===== src/rtl/vu_peak_bcd.sv =====
// vu_peak_bcd: tracks the peak magnitude of a signed audio stream with hold
// and decay, then converts the held peak to five BCD digits at a fixed
// refresh rate using a sequential shift-add-3 engine.
module vu_peak_bcd #(
  parameter int unsigned HOLD_SAMPLES   = 4800,
  parameter int unsigned DECAY_SHIFT    = 4,
  parameter int unsigned REFRESH_CYCLES = 5000000
) (
  input  logic        clk,
  input  logic        reset_n,
  input  logic        clear,
  input  logic        sample_valid,
  input  logic [15:0] sample,
  output logic [14:0] peak,
  output logic [3:0]  digit4,
  output logic [3:0]  digit3,
  output logic [3:0]  digit2,
  output logic [3:0]  digit1,
  output logic [3:0]  digit0,
  output logic        digits_valid,
  output logic        busy
);

  localparam int unsigned HW = $clog2(HOLD_SAMPLES + 1);
  localparam int unsigned RW = $clog2(REFRESH_CYCLES);
  localparam logic [HW-1:0] HOLD_INIT = HW'(HOLD_SAMPLES);
  localparam logic [RW-1:0] REF_LAST  = RW'(REFRESH_CYCLES - 1);

  typedef enum logic [1:0] {IDLE, SHIFT, DONE} state_t;

  logic [HW-1:0] hold;
  logic [RW-1:0] refresh;
  logic          tick;
  logic          tick_q;
  logic [14:0]   mag;
  logic [15:0]   neg;
  logic [14:0]   decay;
  state_t        state;
  logic [3:0]    iter;
  logic [19:0]   bcd;
  logic [19:0]   adj;
  logic [14:0]   bin;

  assign tick = (refresh == REF_LAST);

  // Saturating absolute value of the incoming sample.
  always_comb begin
    neg = ~sample + 16'd1;
    if (sample == 16'h8000)
      mag = 15'h7fff;
    else if (sample[15])
      mag = neg[14:0];
    else
      mag = sample[14:0];
  end

  // Decay step, never smaller than one so the peak always reaches zero.
  always_comb begin
    decay = peak >> DECAY_SHIFT;
    if (decay == '0)
      decay = 15'd1;
  end

  // Add 3 to every BCD nibble that is 5 or more before the next shift.
  always_comb begin
    adj = bcd;
    for (int unsigned i = 0; i < 5; i++) begin
      if (bcd[4*i +: 4] >= 4'd5)
        adj[4*i +: 4] = bcd[4*i +: 4] + 4'd3;
    end
  end

  // Peak tracker: capture louder samples, hold, then decay.
  always_ff @(posedge clk or negedge reset_n) begin
    if (!reset_n) begin
      peak <= '0;
      hold <= '0;
    end else if (clear) begin
      peak <= '0;
      hold <= '0;
    end else if (sample_valid) begin
      if (mag >= peak) begin
        peak <= mag;
        hold <= HOLD_INIT;
      end else if (hold != '0) begin
        hold <= hold - 1'b1;
      end else if (peak != '0) begin
        peak <= peak - decay;
      end
    end
  end

  // Free-running refresh divider; tick is registered so the conversion
  // captures the peak value written on the tick edge itself.
  always_ff @(posedge clk or negedge reset_n) begin
    if (!reset_n) begin
      refresh <= '0;
      tick_q  <= 1'b0;
    end else begin
      tick_q  <= tick;
      refresh <= tick ? '0 : refresh + 1'b1;
    end
  end

  // Conversion FSM: capture, 15 shift-add-3 steps, publish digits.
  always_ff @(posedge clk or negedge reset_n) begin
    if (!reset_n) begin
      state        <= IDLE;
      iter         <= '0;
      bcd          <= '0;
      bin          <= '0;
      busy         <= 1'b0;
      digits_valid <= 1'b0;
      digit4       <= '0;
      digit3       <= '0;
      digit2       <= '0;
      digit1       <= '0;
      digit0       <= '0;
    end else begin
      digits_valid <= 1'b0;
      case (state)
        IDLE: begin
          if (tick_q) begin
            bin   <= peak;
            bcd   <= '0;
            iter  <= '0;
            busy  <= 1'b1;
            state <= SHIFT;
          end
        end
        SHIFT: begin
          {bcd, bin} <= {adj, bin} << 1;
          iter       <= iter + 4'd1;
          if (iter == 4'd14)
            state <= DONE;
        end
        DONE: begin
          digit4       <= bcd[19:16];
          digit3       <= bcd[15:12];
          digit2       <= bcd[11:8];
          digit1       <= bcd[7:4];
          digit0       <= bcd[3:0];
          digits_valid <= 1'b1;
          busy         <= 1'b0;
          state        <= IDLE;
        end
        default: state <= IDLE;
      endcase
    end
  end

endmodule


===== config.mk =====
export PLATFORM = sky130hd
export DESIGN_NAME = vu_peak_bcd
export DESIGN_NICKNAME = d
export VERILOG_FILES = /design/src/rtl/vu_peak_bcd.sv
export SDC_FILE = /design/constraint.sdc
export NUM_CORES = 1
export LEC_CHECK = 0
export BUFFER_PORTS_ARGS = -buffer_cell sky130_fd_sc_hd__buf_2
export CAP_MARGIN = 10
export CORE_MARGIN = 4
export CORE_UTILIZATION = 56
export CTS_BUF_LIST = sky130_fd_sc_hd__clkbuf_4
export DETAILED_ROUTE_END_ITERATION = 7
export PLACE_DENSITY = 0.87
export SLEW_MARGIN = 20
export SYNTH_ARGS = -nofsm -noshare
export SYNTH_HDL_FRONTEND = slang
export SYNTH_SLANG_ARGS = --single-unit

===== constraint.sdc =====
create_clock -name clk -period 3 [get_ports clk]
set_clock_uncertainty 0.1 [all_clocks]
set_input_delay 0.15 -clock clk [delete_from_list [all_inputs] [get_ports clk]]
set_output_delay 0.15 -clock clk [all_outputs]
set_load 0.01 [all_outputs]

==> flow_summary.yaml, run 1 <==
synth:
  ys_seq_elements: 115
  synth-edff-count: 0
  synth-seq-area-share: 0.421
  synthCells: 755
  avgSynthCellArea_um2: 9.06
  syn_nets: 817
  synthFlopType: "dfrtp_1"
  async_flop_share: 1.00
  synth_warnings: 0
  syn_area_mm2: 0.00684
  ys_types: 67
critical_path:
  cp-start-kind: "register"
  critPathTopFamily: "simple AND/OR/NAND/NOR gates"
  cp-startpoint: "peak[4]$_DFFE_PN0P_"
  crit_path_max_incr_delay_ns: 0.42
  arrival_ns: 3.38
  slowest_stage: "dfrtp_1"
  required_ns: 3.35
  crit_top_cell: "nand2_2"
  r2r-start: "peak[4]$_DFFE_PN0P_"
  path_max_fanout: 2
  crit_type: "register to register"
  cp-end-kind: "register"
  critPathBufInv: 0
  crit_chain: "nor4_2 -> nand3_1 -> nand2_2 -> ha_4 -> fa_2 -> nor2b_2 -> o31a_1 -> o41ai_4 -> o311a_1 -> nand2_2 -> or4_1 -> o211ai_1"
global_route:
  grt_use_met1: 0.297
  grt_pass1_wl_um: 27800
  busiest_layer: "met2"
  met3_usage: 0.0488
  grt-ovfl-total: 0
  antenna_found_initial: 1
  grt_max_degree: 56
  grt_use_met2: 0.404
  grt_use_total: 0.237
  first_global_vias: 6196
final_layout:
  fill_cells: 883
  regArea_mm2: 0.00288
  syn2layout_area_growth_pct: 21.6
  stdcell_count: 1039
  final_layout_size_suffix_gt1_frac: 0.249
  fin_area_mm2: 0.00831
  final_cell_mix: "dfrtp_1 (115), nand2_1 (86), buf_4 (76)"
  multi_input_area_mm2: 0.00385
  num-nets-final: 940
  final_common_cell: "dfrtp_1"
  final_util: 0.695
placement:
  io_buffers: 56
  place_ws_ns: -0.676
  gpl.final_weighted_congestion: 0.914
  dpl.hpwl_um: 11500
  placed_cell_area_mm2: 0.00783
  dp_cells: 1001
floorplan:
  num_rows: 40
  start_util: 0.572
  design.portCount: 57
  dieWidth_um: 118
  core_area_mm2: 0.0120
  die_area_mm2: 0.0140
  die_y_um: 118
clock_network:
  cts_tree: "built"
  cts-root-buf: "clkbuf_4"
  clock_path_buffers: 2
  clock_latency_ns: 0.52
  cts-htree-levels: 4
  cts_sinks: 115
  path_clk_slew_ns: 0.12
  cts_made_buffers: 17
detailed_routing:
  wl_um: 16200
  wl_per_cell_um: 15.6
  vias: 6202
  drtIter0Drc: 553
  dr.pass1.iters: 8
  drc: 1
  vias_per_cell: 5.97
  ant_nets: 0
sta:
  period_share: 1.01
  finalHoldViolations: 0
  rsz0062_at_grt: "yes"
  min_period_ns: 3.03
  fmax_mhz: 330
  max_slew.worst_pin.slew_ns: 0.988
  finalSetupViolations: 1
  layout_setup_ws_ns: -0.0280
  max-slew-margin-rel: 0.340
  setup_tns_ns: -0.0280
  hold_slack_ns: 0.0510
  final_max_slew_viol_count: 0
pwr:
  p_comb_frac: 0.472
  power_density_mw_per_mm2: 666
  ir_drop_mv: 0.323
  p_clk_frac: 0.221
  p_sw_mw: 2.13
  p_seq_frac: 0.306
  p_int_mw: 3.40
  power_mw: 5.53
  leakage_nw: 3.94
  switching_share: 0.386
status:
  status: "finished, violations left"
  failed_checks: "design-rule violations, negative setup slack"
flow_run:
  cap_violations: 0
worst_hold_path:
  min_from: "sample_valid"
  hold_class: "input pin to register"
==> state kept, by name, summed over array words and instances (netlist names) <==
register,cells
digit1,4
peak,15
digits_valid,1
digit2,4
tick_q,1
digit0,4
iter,4
state,2
bin,15
hold,13
digit4,4
busy,1
bcd,20
refresh,23
digit3,4
==> worst reg2reg max path, delay by kind of cell (launching register included) <==
kind / cells / cell delay [ns]
and+or+nand+nor: 6 / 1.11
AOI/OAI and AO/OA: 4 / 0.95
DFF: 1 / 0.42
adders and majority gates: 2 / 0.37
==> cells by family after synthesis <==
kind of cell    share of synthesized area
simple gates                        0.197
fa+ha+maj                          0.0780
xor+xnor                           0.0512
mux                                0.0240
buf+inv                            0.0465
flops                               0.421
compound gates                      0.183
==> power groups by stage <==
stage,clock (mW),sequential (mW),combinational (mW)
final,1.22,1.70,2.61
after global routing,1.31,1.71,2.84
after CTS,1.24,1.69,2.41
after detailed placement,0,1.72,2.23
after global placement,0,1.72,2.17
after floorplan,0,1.77,1.49
==> cell usage after synthesis (7+ instances only) <==
master,count,share of area
dfrtp_1,115,0.42
nand2_1,88,0.048
nor2_1,58,0.032
o21ai_0,52,0.038
inv_1,48,0.026
ha_1,41,0.075
a21oi_1,37,0.027
nand3_1,37,0.027
clkbuf_1,22,0.012
nor3_1,21,0.015
xnor2_1,20,0.026
xor2_1,20,0.026
a22oi_1,19,0.021
and3_1,10,0.0092
mux2_2,10,0.016
o31ai_1,10,0.011
nand2b_1,9,0.0082
nand4_1,8,0.0073
o21a_1,8,0.0088
nor2b_1,7,0.0064
o21ai_1,7,0.0051
or4_1,7,0.0077
==> what timing repair did <==
item,in CTS,in global routing
setup buffers,4,0
resized for setup,10,16
endpoints found under the hold margin,68,0
pin swaps,11,4
setup endpoints to repair,12,22
hold buffers,2,0
==> worst paths after layout <==
kind / cells after the start / end / slack [ns]
max: 12 / peak[14]$_DFFE_PN0P_ / -0.03
min: 3 / peak[13]$_DFFE_PN0P_ / 0.05
max reg2reg: 12 / peak[14]$_DFFE_PN0P_ / -0.03
min reg2reg: 2 / bin[4]$_DFFE_PN0P_ / 0.38
max in group asynchronous: 3 / bin[4]$_DFFE_PN0P_ / 1.98
min in group asynchronous: 2 / digit4[2]$_DFFE_PN0P_ / 0.10
==> layer usage <==
layer,part of all wire,vias to the layer above
met3,0.058,45
met5,0,-
li1,-,2961
met4,0.023,0
met2,0.49,240
met1,0.43,2956
==> final cells by class <==
cell class              count  area share
clock buffers              17      0.0154
diodes                      1    0.000301
clock inverters            15      0.0218
well taps                 147      0.0221
flip-flops and latches    115       0.346
inverters                  48      0.0217
repair buffers            136       0.109
multi-input cells         560       0.463
(Power assumes the default switching activity.)
==> inputs of run 2 (changes only) <==
--- a/config.mk
+++ b/config.mk
@@ -12,6 +12,7 @@
 export CTS_BUF_LIST = sky130_fd_sc_hd__clkbuf_4
 export DETAILED_ROUTE_END_ITERATION = 7
 export PLACE_DENSITY = 0.87
+export REMOVE_ABC_BUFFERS = 1
 export SLEW_MARGIN = 20
 export SYNTH_ARGS = -nofsm -noshare
 export SYNTH_HDL_FRONTEND = slang
==> run 2 against run 1 <==
Effect of this change:
- largest cell class unchanged
- sequential cell count stayed put
- setup slack lost 0.060 ns
- routed wire length down 0.26%
- the flow finishes with violations (negative setup slack)
- maximum frequency is 1.9% lower
- global-route usage down 0.64 points
- die area unchanged
- sequential share of layout area grew 0.084 points
- clock power fell by 19%
==> flow_summary.yaml, run 2 (same netlist as run 1, synthesis figures left out) <==
sta:
  setup_tns_ns: -0.0881
  final_max_slew_viol_count: 0
  min_period_ns: 3.09
  max-slew-margin-rel: 0.345
  fmax_mhz: 324
  finalHoldViolations: 0
  max_slew.worst_pin.slew_ns: 0.979
  layout_setup_ws_ns: -0.0881
  period_share: 1.03
  finalSetupViolations: 1
  rsz0062_at_grt: "yes"
floorplan:
  core_area_mm2: 0.0120
  die_area_mm2: 0.0140
  start_util: 0.572
  design.portCount: 57
  dieWidth_um: 118
  die_y_um: 118
  num_rows: 40
pwr:
  leakage_nw: 3.98
  power_density_mw_per_mm2: 624
  ir_drop_mv: 0.279
final_layout:
  final_common_cell: "dfrtp_1"
  fin_area_mm2: 0.00829
  multi_input_area_mm2: 0.00379
  fill_cells: 904
  largest_reg_flops: 23
  regMostFlops: "refresh"
  num-nets-final: 952
  regArea_mm2: 0.00288
  final_cell_mix: "dfrtp_1 (115), nand2_1 (86), buf_4 (79)"
  syn2layout_area_growth_pct: 21.3
  final_layout_size_suffix_gt1_frac: 0.247
  reg.largest.list: "refresh: 23 flops, bcd: 20 flops"
flow_run:
  cap_violations: 0
clock_network:
  cts_tree: "built"
  clock_latency_ns: 0.51
  path_clk_slew_ns: 0.11
  cts-root-buf: "clkbuf_4"
  cts_sinks: 115
  clock_path_buffers: 2
  cts_made_buffers: 17
  cts-htree-levels: 4
detailed_routing:
  ant_nets: 0
  dr.pass1.iters: 5
  vias: 6192
  vias_per_cell: 5.90
  drc: 0
  wl_per_cell_um: 15.4
  wl_um: 16200
  drtIter0Drc: 657
global_route:
  grt-ovfl-total: 0
  antenna_found_initial: 1
  grt_max_degree: 90
  first_global_vias: 5968
  grt_use_total: 0.230
  grt_pass1_wl_um: 27000
critical_path:
  r2r_slack_ns: -0.09
  cp-startpoint: "peak[4]$_DFFE_PN0P_"
  required_ns: 3.33
  worst-r2r-cell-count: 12
  slowest_stage: "or4_1"
  path_max_fanout: 3
  crit_path_max_incr_delay_ns: 0.48
  cp-end-kind: "register"
  path_depth: 12
  critPathBufInv: 0
  crit_chain: "nor4_2 -> nand3_1 -> nand2_1 -> ha_2 -> fa_2 -> nor2b_2 -> o31a_1 -> o41ai_4 -> o311a_1 -> nand2_2 -> or4_1 -> o211ai_1"
  crit_path_end: "peak[14]$_DFFE_PN0P_"
  arrival_ns: 3.42
  cp-start-kind: "register"
  crit_type: "register to register"
  r2r-end: "peak[14]$_DFFE_PN0P_"
  critPathTopFamily: "simple AND/OR/NAND/NOR gates"
  r2r-start: "peak[4]$_DFFE_PN0P_"
worst_hold_path:
  min_from: "sample[6]"
  hold_class: "input pin to register"
placement:
  place_ws_ns: -0.484
  gpl.final_weighted_congestion: 0.858
  dpl.hpwl_um: 11600
  io_buffers: 56
  placed_cell_area_mm2: 0.00779
status:
  status: "finished, violations left"
  failed_checks: "negative setup slack"
[run 2: cell types whose count changed in the layout (fill, tap and decap cells not counted), sizes merged]
cell / delta
buf: +10
inv: -3
dlygate4sd3: +2
clkbuf: +2
bufinv: -2
clkinv: +5
clkinvlp: -3
[run 2: metal layers]
metal	vias to the layer above	share of wire	routed length, um	GRT usage
met2	181	0.49	7960	0.394
met3	20	0.050	800	0.0493
li1	2977	-	-	-
met1	3014	0.44	7170	0.294
met4	0	0.014	221	0.0710
met5	-	0	0	0
[run 2: cell type report]
cell class	instances	area share
diodes	1	0.000302
clock buffers	19	0.0172
inverters	48	0.0217
repair buffers	148	0.123
flip-flops and latches	115	0.347
clock inverters	12	0.0112
well taps	147	0.0222
multi-input cells	560	0.457
[run 2: power by group]
part	switching, mW	internal, mW	total, mW
combinational	1.34	1.14	2.49
clock	0.581	0.412	0.993
sequential	0.0725	1.63	1.70
[run 2: worst min-delay path by stage]
stage / to / depth (start not counted)
floorplan: bcd[0]$_DFFE_PN0P_ / 0
global placement: digit2[2]$_DFFE_PN0P_ / 1
detailed placement: bcd[11]$_DFFE_PN0P_ / 1
CTS: peak[6]$_DFFE_PN0P_ / 6
global route: peak[6]$_DFFE_PN0P_ / 6
finish: peak[6]$_DFFE_PN0P_ / 6
[run 2: repair_timing]
item                                   4_1_cts  5_1_grt
hold buffers                                 5        0
resized for setup                            5       30
pin swaps                                    5       12
buffers inserted                             1        3
endpoints found under the hold margin      130        0
setup endpoints to repair                    2       23
cloned                                       0        3
[run 2: worst reg2reg max path, stage by stage, from the launching register on]
cell and delay (ns):
dfrtp_1 0.42, nor4_2 0.30, nand3_1 0.20, nand2_1 0.11
ha_2 0.19, fa_2 0.21, nor2b_2 0.05, o31a_1 0.29
o41ai_4 0.28, o311a_1 0.23, nand2_2 0.09, or4_1 0.48
o211ai_1 0.09
[run 2: through the flow]
step                 util  total power [mW]  hold WS, ns  std cells
finish              0.693              5.18        0.182       1050
global route        0.693              5.51        0.185       1050
CTS                 0.678              4.93        0.138       1044
detailed placement  0.652              3.88      -0.0112       1007
global placement    0.652              3.84      -0.0139       1007
floorplan               -              3.10       -0.246        723
==> inputs of run 3 (changes only) <==
--- a/config.mk
+++ b/config.mk
@@ -8,10 +8,10 @@
 export BUFFER_PORTS_ARGS = -buffer_cell sky130_fd_sc_hd__buf_2
 export CAP_MARGIN = 10
 export CORE_MARGIN = 4
-export CORE_UTILIZATION = 56
+export CORE_UTILIZATION = 62
 export CTS_BUF_LIST = sky130_fd_sc_hd__clkbuf_4
 export DETAILED_ROUTE_END_ITERATION = 7
-export PLACE_DENSITY = 0.87
+export PLACE_DENSITY = 0.91
 export REMOVE_ABC_BUFFERS = 1
 export SLEW_MARGIN = 20
 export SYNTH_ARGS = -nofsm -noshare
==> constraint.sdc (replaced) <==
create_clock -name clk -period 3.55 [get_ports clk]
set_clock_uncertainty 0.1 [all_clocks]
set_input_delay 0.1775 -clock clk [delete_from_list [all_inputs] [get_ports clk]]
set_output_delay 0.1775 -clock clk [all_outputs]
set_load 0.01 [all_outputs]
==> run 3 against run 2 <==
Effect of this change:
- the run now ends clean
- combinational power decreased by 29%
- power decreased by 20%
- via count decreased by 2.2%
- non-clock buffer count decreased by 58
- sequential cell count unchanged
- critical endpoint unchanged
- largest power group unchanged
- highest routed layer unchanged
==> flow_summary.yaml, run 3 (same netlist as run 1, synthesis figures left out) <==
detailed_routing:
  drtIter0Drc: 520
  ant_nets: 0
  wl_um: 16200
  vias_per_cell: 6.15
  vias: 6057
  drc: 0
  wl_per_cell_um: 16.4
  dr.pass1.iters: 5
placement:
  io_buffers: 56
  gpl.final_weighted_congestion: 0.916
  place_ws_ns: -0.0606
  dpl.hpwl_um: 11800
  dp_cells: 949
  placed_cell_area_mm2: 0.00740
pwr:
  power_density_mw_per_mm2: 537
  switching_share: 0.390
  p_seq_frac: 0.349
  p_sw_mw: 1.62
  p_comb_frac: 0.426
  p_int_mw: 2.54
  p_clk_frac: 0.225
  leakage_nw: 3.67
  ir_drop_mv: 0.281
final_layout:
  reg.largest.list: "refresh: 23 flops, bcd: 20 flops"
  n_antenna_cell: 0
  regMostFlops: "refresh"
  final_common_cell: "dfrtp_1"
  num-nets-final: 894
  fin_area_mm2: 0.00775
  final_cell_mix: "dfrtp_1 (114), nand2_1 (88), nor2_1 (57)"
  final_layout_size_suffix_gt1_frac: 0.178
  stdcell_count: 985
  syn2layout_area_growth_pct: 13.3
  largest_reg_flops: 23
worst_hold_path:
  hold_end: "peak[6]$_DFFE_PN0P_"
  min_path_cells: 4
  min_from: "sample[6]"
  hold_class: "input pin to register"
status:
  status: "finished, final reports clean"
critical_path:
  cp-start-kind: "input pin"
  path_max_fanout: 6
  arrival_ns: 3.76
  r2r-end: "peak[14]$_DFFE_PN0P_"
  crit_type: "input pin to register"
  cp-end-kind: "register"
  r2r_slack_ns: 0.22
  r2r-start: "peak[12]$_DFFE_PN0P_"
  worst-r2r-cell-count: 12
  required_ns: 3.89
global_route:
  first_global_vias: 6089
  grt-ovfl-total: 0
  antenna_found_initial: 0
  grt_max_degree: 55
  grt_use_total: 0.266
  grt_pass1_wl_um: 28000
floorplan:
  dieWidth_um: 113
  design.portCount: 57
  start_util: 0.633
  die_area_mm2: 0.0128
  num_rows: 38
  die_y_um: 113
  core_area_mm2: 0.0108
clock_network:
  cts_made_buffers: 17
  cts_setup_buffers: 0
  cts-htree-levels: 4
  clock_path_buffers: 2
  cts_sinks: 115
  clock_latency_ns: 0.53
  cts-root-buf: "clkbuf_4"
  cts_tree: "built"
  path_clk_slew_ns: 0.11
sta:
  finalSetupViolations: 0
  fmax_mhz: 292
  finalHoldViolations: 0
  period_share: 0.963
  max-slew-margin-rel: 0.356
  min_period_ns: 3.42
  layout_setup_ws_ns: 0.131
  max_slew.worst_pin.slew_ns: 0.963
  rsz0062_at_grt: "yes"
  hold_slack_ns: 0.0313
  final_max_slew_viol_count: 0
flow_run:
  cap_violations: 0
run 3: layout make-up:
class / instances / area, um^2
multi-input cells: 560 / 3680
fillers: 765 / 3050
flip-flops and latches: 115 / 2880
inverters: 48 / 180
clock inverters: 14 / 139
clock buffers: 18 / 135
repair buffers: 90 / 561
well taps: 140 / 175
run 3: power groups by stage:
| stage | clock network (mW) | registers [mW] | logic (mW) |
|---|---|---|---|
| after CTS | 0.948 | 1.44 | 1.73 |
| after detailed placement | 0 | 1.47 | 1.71 |
| after global routing | 1.02 | 1.46 | 1.96 |
| final | 0.937 | 1.45 | 1.77 |
| after global placement | 0 | 1.47 | 1.63 |
| after floorplan | 0 | 1.49 | 1.13 |
run 3: metrics by stage:
stage                util  TNS (ns)  power, mW
floorplan               -    -32.59       2.62
global placement    0.686         0       3.10
detailed placement  0.686    -0.169       3.17
CTS                 0.715         0       4.12
global route        0.718    -0.166       4.44
finish              0.718         0       4.16
run 3: layer usage:
| layer | wire, um | global-route usage |
|---|---|---|
| met5 | 0 | 0 |
| met4 | 382 | 0.107 |
| met3 | 1040 | 0.0529 |
| met2 | 8190 | 0.462 |
| met1 | 6600 | 0.326 |
run 3: worst max-delay path by stage:
stage / startpoint / cells after the start / endpoint / slack (ns)
floorplan: sample[2] / 12 / peak[0]$_DFFE_PN0P_ / -1.39
global placement: sample[2] / 15 / peak[1]$_DFFE_PN0P_ / 0.09
detailed placement: sample[8] / 13 / peak[14]$_DFFE_PN0P_ / -0.06
CTS: peak[12]$_DFFE_PN0P_ / 12 / peak[14]$_DFFE_PN0P_ / 0.06
global route: sample[10] / 15 / hold[7]$_DFFE_PN0P_ / -0.05
finish: sample[10] / 14 / peak[14]$_DFFE_PN0P_ / 0.13
run 3: critical path: stages:
cell and delay, ns:
dlygate4sd3_1 0.53, buf_2 0.13, or4_4 0.45, or4_1 0.60
buf_4 0.21, nand2_1 0.05, ha_1 0.23, a21oi_1 0.15
o21ai_0 0.15, a21oi_2 0.22, o21a_1 0.18, nand3_2 0.10
or4_4 0.44, o211ai_1 0.13
run 3: timing repair:
item	CTS	global route
resized for setup	0	8
setup endpoints to repair	0	24
hold endpoints to repair	64	0
hold buffers	4	0
